## config.mk

```make
export PLATFORM = sky130hd
export DESIGN_NAME = timer_countdown_core_flat
export DESIGN_NICKNAME = d
export VERILOG_FILES = /design/src/rtl/timer_countdown_core_if.sv /design/src/rtl/timer_countdown_core.sv /design/src/flat_wrapper.sv
export SDC_FILE = /design/constraint.sdc
export NUM_CORES = 1
export LEC_CHECK = 0
export CORE_MARGIN = 1
export CORE_UTILIZATION = 44
export CTS_CLUSTER_SIZE = 40
export DETAILED_ROUTE_END_ITERATION = 7
export PLACE_DENSITY = 0.85
export SETUP_SLACK_MARGIN = 0.02
export SYNTH_ARGS = -nofsm -noshare
export SYNTH_HDL_FRONTEND = slang
export SYNTH_SLANG_ARGS = --single-unit
```

## constraint.sdc

```tcl
create_clock -name clk -period 2 [get_ports clk]
set_input_delay 0.2 -clock clk [delete_from_list [all_inputs] [get_ports clk]]
set_output_delay 0.2 -clock clk [all_outputs]
set_load 0.005 [all_outputs]
```

## src/rtl/timer_countdown_core_if.sv

```systemverilog
// Control and count bus between the tick/control side and the countdown timer core.
// The master drives the tick, run and load controls; the slave returns counts and status.
interface timer_countdown_core_if;
    logic       tick;
    logic       StartStop;
    logic       load;
    logic [7:0] msb_loadval;
    logic [7:0] lsb_loadval;
    logic [7:0] MSBbinaryout;
    logic [7:0] LSBbinaryout;
    logic       running;
    logic       done;
    logic       expire;

    modport master (
        output tick, StartStop, load, msb_loadval, lsb_loadval,
        input  MSBbinaryout, LSBbinaryout, running, done, expire
    );

    modport slave (
        input  tick, StartStop, load, msb_loadval, lsb_loadval,
        output MSBbinaryout, LSBbinaryout, running, done, expire
    );
endinterface

```

## src/rtl/timer_countdown_core.sv

```systemverilog
// Two-digit MSB:LSB countdown timer with load, pause/run control and a sticky expiry flag.
// The LSB wraps at LSB_MODULUS and borrows from the MSB; all outputs come straight from flops.
module timer_countdown_core #(
    parameter int LSB_MODULUS = 60
) (
    input  logic                  clk,
    input  logic                  rst_n,
    timer_countdown_core_if.slave bus
);

    typedef enum logic [1:0] {IDLE, RUN, PAUSE, DONE} state_e;

    localparam logic [7:0] LSB_MAX = 8'(LSB_MODULUS - 1);

    state_e     state_q;
    logic [7:0] msb_q;
    logic [7:0] lsb_q;
    logic       running_q;
    logic       done_q;
    logic       expire_q;

    logic [7:0] lsb_load_d;
    logic [7:0] msb_dec_d;
    logic [7:0] lsb_dec_d;
    logic       dec_zero_d;
    logic       count_nz_d;

    // Out-of-range LSB load values clamp to the top of the LSB range.
    always_comb begin
        lsb_load_d = (bus.lsb_loadval > LSB_MAX) ? LSB_MAX : bus.lsb_loadval;
        msb_dec_d  = msb_q;
        lsb_dec_d  = lsb_q - 8'd1;
        if (lsb_q == 8'd0) begin
            lsb_dec_d = LSB_MAX;
            msb_dec_d = msb_q - 8'd1;
        end
        dec_zero_d = (msb_dec_d == 8'd0) && (lsb_dec_d == 8'd0);
        count_nz_d = (msb_q != 8'd0) || (lsb_q != 8'd0);
    end

    always_ff @(posedge clk or negedge rst_n) begin
        if (!rst_n) begin
            state_q   <= IDLE;
            msb_q     <= 8'd0;
            lsb_q     <= 8'd0;
            running_q <= 1'b0;
            done_q    <= 1'b0;
            expire_q  <= 1'b0;
        end else begin
            expire_q <= 1'b0;
            case (state_q)
                IDLE: begin
                    if (bus.load) begin
                        msb_q <= bus.msb_loadval;
                        lsb_q <= lsb_load_d;
                    end else if (bus.StartStop && count_nz_d) begin
                        state_q   <= RUN;
                        running_q <= 1'b1;
                    end
                end
                RUN: begin
                    // Dropping StartStop wins over a coincident tick; load is ignored here.
                    if (!bus.StartStop) begin
                        state_q   <= PAUSE;
                        running_q <= 1'b0;
                    end else if (bus.tick) begin
                        msb_q <= msb_dec_d;
                        lsb_q <= lsb_dec_d;
                        if (dec_zero_d) begin
                            state_q   <= DONE;
                            running_q <= 1'b0;
                            done_q    <= 1'b1;
                            expire_q  <= 1'b1;
                        end
                    end
                end
                PAUSE: begin
                    if (bus.load) begin
                        msb_q   <= bus.msb_loadval;
                        lsb_q   <= lsb_load_d;
                        state_q <= IDLE;
                    end else if (bus.StartStop) begin
                        state_q   <= RUN;
                        running_q <= 1'b1;
                    end
                end
                DONE: begin
                    if (bus.load) begin
                        msb_q   <= bus.msb_loadval;
                        lsb_q   <= lsb_load_d;
                        done_q  <= 1'b0;
                        state_q <= IDLE;
                    end
                end
                default: begin
                    state_q   <= IDLE;
                    running_q <= 1'b0;
                end
            endcase
        end
    end

    assign bus.MSBbinaryout = msb_q;
    assign bus.LSBbinaryout = lsb_q;
    assign bus.running      = running_q;
    assign bus.done         = done_q;
    assign bus.expire       = expire_q;

endmodule

```

## src/flat_wrapper.sv

```systemverilog
// flat-port wrapper written by rule: the top's interface ports become plain ports
module timer_countdown_core_flat 
#(
    parameter int LSB_MODULUS = 60
)
  (clk, rst_n, bus_tick, bus_StartStop, bus_load, bus_msb_loadval, bus_lsb_loadval, bus_MSBbinaryout, bus_LSBbinaryout, bus_running, bus_done, bus_expire);
  timer_countdown_core_if bus_i ();
  input  logic clk;
  input  logic rst_n;
  input wire logic [$bits(bus_i.tick)-1:0] bus_tick;
  input wire logic [$bits(bus_i.StartStop)-1:0] bus_StartStop;
  input wire logic [$bits(bus_i.load)-1:0] bus_load;
  input wire logic [$bits(bus_i.msb_loadval)-1:0] bus_msb_loadval;
  input wire logic [$bits(bus_i.lsb_loadval)-1:0] bus_lsb_loadval;
  output wire logic [$bits(bus_i.MSBbinaryout)-1:0] bus_MSBbinaryout;
  output wire logic [$bits(bus_i.LSBbinaryout)-1:0] bus_LSBbinaryout;
  output wire logic [$bits(bus_i.running)-1:0] bus_running;
  output wire logic [$bits(bus_i.done)-1:0] bus_done;
  output wire logic [$bits(bus_i.expire)-1:0] bus_expire;
  assign bus_i.tick = bus_tick;
  assign bus_i.StartStop = bus_StartStop;
  assign bus_i.load = bus_load;
  assign bus_i.msb_loadval = bus_msb_loadval;
  assign bus_i.lsb_loadval = bus_lsb_loadval;
  assign bus_MSBbinaryout = bus_i.MSBbinaryout;
  assign bus_LSBbinaryout = bus_i.LSBbinaryout;
  assign bus_running = bus_i.running;
  assign bus_done = bus_i.done;
  assign bus_expire = bus_i.expire;
  timer_countdown_core #(.LSB_MODULUS(LSB_MODULUS)) u_core (.clk(clk), .rst_n(rst_n), .bus(bus_i));
endmodule
```

======== Word-level counts from Yosys, hierarchy flattened ========
Index checks and enable logic that the tools add are counted.
word-level totals
  flip-flop bits (word level) ............. 21
  input bits .............................. 21
  output and inout bits ................... 19
  logic and storage cells ................. 77
operators by class
  add/sub/neg operators ................... 2
  order comparisons ....................... 1
  eq/ne operators ......................... 15
  mux-type cells .......................... 37
  reductions and logical operators ........ 16
operators with widths
  cell                                                                              count
  8-bit 2-to-1 mux                                                                  9
  8-bit one-hot mux with 2 select lines                                             2
  8-bit zero test                                                                   3
  2-bit 2-to-1 mux                                                                  8
  8-bit nonzero test                                                                2
  8-bit by 1-bit subtractor with 8-bit output (second input constant)               2
  1-bit 2-to-1 mux                                                                  15
  2-bit inequality test (second input constant)                                     6
  8-bit by 6-bit greater-than comparator with 1-bit output (second input constant)  1
  2-bit one-hot mux with 4 select lines                                             1
  7-bit AND reduction                                                               1
  2-bit by 1-bit inequality test with 1-bit output (second input constant)          3
  3-bit inequality test (second input constant)                                     2
  6-bit AND reduction                                                               1
  5-bit AND reduction                                                               1
  2-bit == test (second input constant)                                             2
  3-bit by 2-bit inequality test with 1-bit output (second input constant)          1
  1-bit one-hot mux with 3 select lines                                             1
  3-bit AND reduction                                                               1
  3-bit nonzero test                                                                1
  3-bit OR reduction                                                                1
  2-bit by 1-bit == test with 1-bit output (second input constant)                  1
  1-bit logical AND                                                                 2
  2-bit zero test                                                                   1
  other kinds (3)                                                                   3

======== Longest topological paths before layout ========
  depth after elaboration ................. 8
  mapped depth ............................ 9
  depth with buffers taken out ............ 8

======== Worst setup path before layout ========
OpenSTA, ideal clock, no wires.
  path kind ............................... flip-flop to flip-flop
  from .................................... register u_core.lsb_q[0], in the netlist u_core.bus.LSBbinaryout[0]
  to ...................................... register u_core.state_q[1]
  setup time .............................. 0.094 ns
  arrival time ............................ 1.902 ns
  required time ........................... 1.906 ns
  path slack .............................. 0.004 ns
  cell stages (with the launch flop) ...... 10
  buffers on the path ..................... 1
  cell sequence ........................... dfrtp_1 inv_1 ha_1 nor3b_1 and2_4 buf_8 nand3b_4 a211oi_2 a41oi_1 a221oi_2
between the ends
  longest elaborated chain between the ends .. 6
ends and longest elaborated chain
  item                                                                            line                                                    RTL
  from (decl)                                                                     timer_countdown_core.sv:17                              logic [7:0] lsb_q;
  from (signal assigned)                                                          timer_countdown_core.sv:55                              lsb_q <= lsb_load_d;
  from (signal assigned)                                                          timer_countdown_core.sv:68                              lsb_q <= lsb_dec_d;
  from (signal assigned)                                                          timer_countdown_core.sv:80                              lsb_q <= lsb_load_d;
  8-bit by 1-bit subtractor with 8-bit output or 8-bit zero test (tied branches)  timer_countdown_core.sv:32, timer_countdown_core.sv:33
  8-bit 2-to-1 mux                                                                timer_countdown_core.sv:33                              if (lsb_q == 8'd0) begin
  8-bit zero test                                                                 timer_countdown_core.sv:37                              dec_zero_d = (msb_dec_d == 8'd0) && (lsb_dec_d == 8'd0);
  1-bit logical AND                                                               timer_countdown_core.sv:37
  3-bit by 2-bit inequality test with 1-bit output (no line)                      n/a
  6-bit AND reduction (no line) *                                                 n/a
  to (signal assigned)                                                            timer_countdown_core.sv:43                              state_q <= IDLE;
  to (signal assigned)                                                            timer_countdown_core.sv:57                              state_q <= RUN;
  to (signal assigned)                                                            timer_countdown_core.sv:64                              state_q <= PAUSE;
  to (decl)                                                                       timer_countdown_core.sv:15                              state_e state_q;
Every way passes the cells marked *; elsewhere a longest branch is shown, timed or not.
A chain may end at the register's enable or synchronous reset.

======== Final worst setup path ========
  from .................................... register u_core.msb_q[1], in the netlist u_core.bus.MSBbinaryout[1]
  to ...................................... register u_core.state_q[1]
between the ends
  longest elaborated chain between the ends .. 6
ends and longest elaborated chain
  item                                                        line                        RTL
  from (decl)                                                 timer_countdown_core.sv:16  logic [7:0] msb_q;
  from (signal assigned)                                      timer_countdown_core.sv:54  msb_q <= bus.msb_loadval;
  from (signal assigned)                                      timer_countdown_core.sv:67  msb_q <= msb_dec_d;
  from (signal assigned)                                      timer_countdown_core.sv:79  msb_q <= bus.msb_loadval;
  8-bit by 1-bit subtractor with 8-bit output                 timer_countdown_core.sv:35  msb_dec_d = msb_q - 8'd1;
  8-bit 2-to-1 mux                                            timer_countdown_core.sv:33
  8-bit zero test                                             timer_countdown_core.sv:37
  1-bit logical AND                                           timer_countdown_core.sv:37
  3-bit by 2-bit inequality test with 1-bit output (no line)  n/a
  6-bit AND reduction (no line) *                             n/a
Marks and branches as above.

==> results by group <==
Run status
  – Status: complete, no violations

Logic synthesis
  – Seq/Total Area, Yosys: 0.3471
  – Synth unique cells: 50
  – Register bit count reported by yosys: 21
  – Synth top area cells: dfrtp_1, o21ai_0, a21oi_1, nand2_1, nor2_1
  – Syn avg cell area: between 8 and 9 um2
  – Post-synth EDFFs: 0
  – Mapped cell area: around 1500 um2
  – Top cell type by total area after synthesis: dfrtp_1
  – Post-synthesis cell count: 182
  – Ys Warns: 0
  – Top cell type's share of synthesized area: 0.3471
  – Primary FF master, synth: dfrtp_1
  – Ys async rst share: 1.000
  – Syn Nets: ~210

Pwr
  – Psw: 0.0008763 W
  – Flop pwr share: 0.337
  – Sw Ratio: 0.4197
  – Lkg Pwr: approximately 0.9 nW
  – Power share of the clock group: 0.104
  – Pwr Density: between 900 and 1000 nW/um2
  – Maximum vdd ir drop: roughly 0.60 mV
  – Pwr Total: about 0.0021 W
  – Comb power frac: 0.560
  – Internal power: ~0.0012 W

Critical path
  – CP Cell Sequence: inv_1, ha_1, nand3b_1, a21oi_1, o211a_1, a41oi_2, a221oi_2
  – R2r startpoint: u_core.bus.MSBbinaryout[1]
  – Worst Path Required: 2.22 ns
  – Crit-path slowest cell: dfrtp_1
  – CP peak stage delay: between 0.4 and 0.5 ns
  – Critical path startpoint: u_core.bus.MSBbinaryout[1]
  – Critical path capture point type: flip-flop
  – Crit path launch type: flip-flop
  – Kind of critical path: flip-flop to flip-flop
  – Worst endpoint data arrival time: 2.21 ns
  – Max FO, Critical Path: 6

Die
  – Cell Rows: 20
  – Initial Utilization: 0.4802
  – Die Area: ~3700 um2
  – Die X: 60.66 um
  – Die extent in y: 60.66 um
  – Ports: 40
  – CORE AREA: 3153 um2

STA
  – Worst-margin pin slew: ~0.46 ns
  – Clk_skew: between 0.01 and 0.015 ns
  – Fin. Hold Viols: 0
  – Setup_tns: 0 ns
  – Worst hold slack: between 0.2 and 0.25 ns
  – Final worst path period share: 0.9955
  – Highest clock rate: around 500 MHz
  – Max Slew Vio Count: 0
  – Slew headroom: 0.6916
  – RSZ-0062 raised after global routing: true
  – Setup violators final: 0
  – Final worst path period need: ~2 ns

Worst hold path
  – Type of the tightest min-delay check: input port to asynchronous set/reset pin

Final layout
  – Share of cells above drive strength 1: 0.1891
  – Multi-input logic area: 983.4 um2
  – Fill cell count: between 200 and 300
  – # diodes: 0
  – Final Util: 0.6881
  – Register area: 526.8 um2
  – Final Cell Area: between 2000 and 2500 um2
  – Area Growth Syn to Fin: 43.31%
  – Post-layout nets: around 270

Clock tree
  – Sink Count: 21
  – CTS Buf Count: 3
  – Clock slew at reported path FFs: between 0.1 and 0.15 ns
  – Bufs on Longest Clock Path: 2
  – Worst skew pair latency: 0.31 ns
  – Root Driver: clkbuf_4
  – Cts hold-fix bufs: 0
  – CTS H-Tree Depth: 1
  – CTS tree: yes

Flow run
  – Max cap viols: 0

Route
  – Final WL: between 4000 and 5000 um
  – Drt first pass iters: 4
  – WL/cell: roughly 16 um
  – Final ANT Viol Nets: 0
  – Violation count after the first detailed-route iteration: 87
  – Drt via density: 6.025
  – Residual DRC: 0
  – Total number of vias: about 1700

Global route
  – Largest net degree at the start of global routing: 22
  – First-pass GRT wire length: approximately 7300 um
  – Initial antenna violation count: 0
  – Vias in the first global route: 1593
  – Grt ovf: 0
  – Total track usage: 0.2650

Placement
  – Post-DP Area: 2031 um2
  – Number of port buffers: 39
  – Dpl hpwl: between 3000 and 4000 um
  – Final GP Congestion: 0.9063
layer usage:
metal  global-route usage  vias up  wire [um]
met3              0.05970       12        413
li1                     -      777          -
met5                    0        -          0
met1               0.3493      810       1875
met4               0.1006        0        128
met2               0.4254      100       2218
final timing paths:
| path | to | slack [ns] | cells after the start |
|---|---|---|---|
| min in group clk | u_core.bus.done | 0.49 | 2 |
| max in group asynchronous | u_core.bus.MSBbinaryout[6] | 1.54 | 2 |
| hold / removal | u_core.bus.LSBbinaryout[0] | 0.21 | 2 |
| setup reg to reg | u_core.state_q[1] | 0.009 | 7 |
| hold reg to reg | u_core.bus.done | 0.49 | 2 |
| setup / recovery | u_core.state_q[1] | 0.009 | 7 |
cell type report:
type / count / share of cell area
Tap cell: 44 / 0.02537
Sequential cell: 21 / 0.2428
Multi-Input combinational cell: 144 / 0.4533
Inverter: 10 / 0.01730
Timing Repair Buffer: 59 / 0.2491
Clock buffer: 4 / 0.01211
cell usage in the layout (no fill, tap or decap), types with 2 or more instances in the layout:
master and instances:
nor4b_1 2, inv_1 8, ha_1 4, nand3b_1 2, o21ai_1 2, xnor2_2 2
a21oi_1 14, o21a_1 3, clkdlybuf4s50_1 39, nor3_2 2, o22ai_1 4, o21ai_0 20
nand2b_1 5, nor2_1 17, nor3_1 5, dfrtp_1 20, a22oi_1 3, clkbuf_4 3
nand4_1 4, buf_4 20, nand2_1 17, inv_2 2, nand3_1 6
cells in the mapped netlist, types with 2 or more instances:
library cell,instances
clkbuf_1,5
nor4b_1,2
nor3b_1,2
o21a_1,3
inv_1,10
nor3_1,7
o22ai_1,4
nand2b_1,5
mux2i_1,2
a22oi_1,3
a21oi_1,14
nand2_1,17
dfrtp_1,21
nand4_1,4
nor2_1,17
ha_1,5
nand3_1,6
nor2b_1,2
o21ai_0,21
nand3b_1,2
sequential cells by signal, summed over array words and instances, names as in the netlist:
| signal | flops |
|---|---|
| u_core.bus.MSBbinaryout | 8 |
| u_core.bus.LSBbinaryout | 8 |
| u_core.bus.expire | 1 |
| u_core.state_q | 2 |
| u_core.bus.running | 1 |
| u_core.bus.done | 1 |
cells by family (layout without fill, tap and decap cells):
logic type                 count (synthesis)  count (layout)  share of synthesized area
adders and majority gates                  5               5                    0.04132
AOI/OAI and AO/OA                         59              59                     0.2463
DFF                                       21              21                     0.3471
muxes                                      2               2                    0.01322
and+or+nand+nor                           75              75                     0.2793
buffers and inverters                     17              73                    0.05041
xor gates and xnor gates                   3               3                    0.02232
critical path: cells and delay by family (launching register included):
family	cells	cell delay (ns)
compound gates	4	0.79
flops	1	0.48
fa+ha+maj	1	0.29
simple gates	1	0.23
buf+inv	1	0.12
what timing repair did:
action | in CTS | in global routing
buffers inserted | 2 | 4
pin swaps | 1 | 9
cloned | 0 | 0
endpoints found under the hold margin | 0 | 0
resized for setup | 2 | 14
setup endpoints to repair | 2 | 13
power by group through the flow:
| stage | clock [W] | sequential [W] | combinational [W] |
|---|---|---|---|
| after floorplan | 0 | 0.000710 | 0.000517 |
| after global placement | 0 | 0.000697 | 0.00101 |
| after detailed placement | 0 | 0.000703 | 0.00103 |
| after CTS | 0.000217 | 0.000690 | 0.00107 |
| after global routing | 0.000234 | 0.000724 | 0.00126 |
| final | 0.000216 | 0.000703 | 0.00117 |
stage by stage:
step / std cells / worst slack, ns
3_3_place_gp: 272 / 0.07763
4_1_cts: 278 / 0.03671
6_report: 282 / 0.009050
2_1_floorplan: 182 / 0.1050
5_1_grt: 282 / -0.08332
3_5_place_dp: 272 / -0.002258
Power figures use the tool's default switching activity.
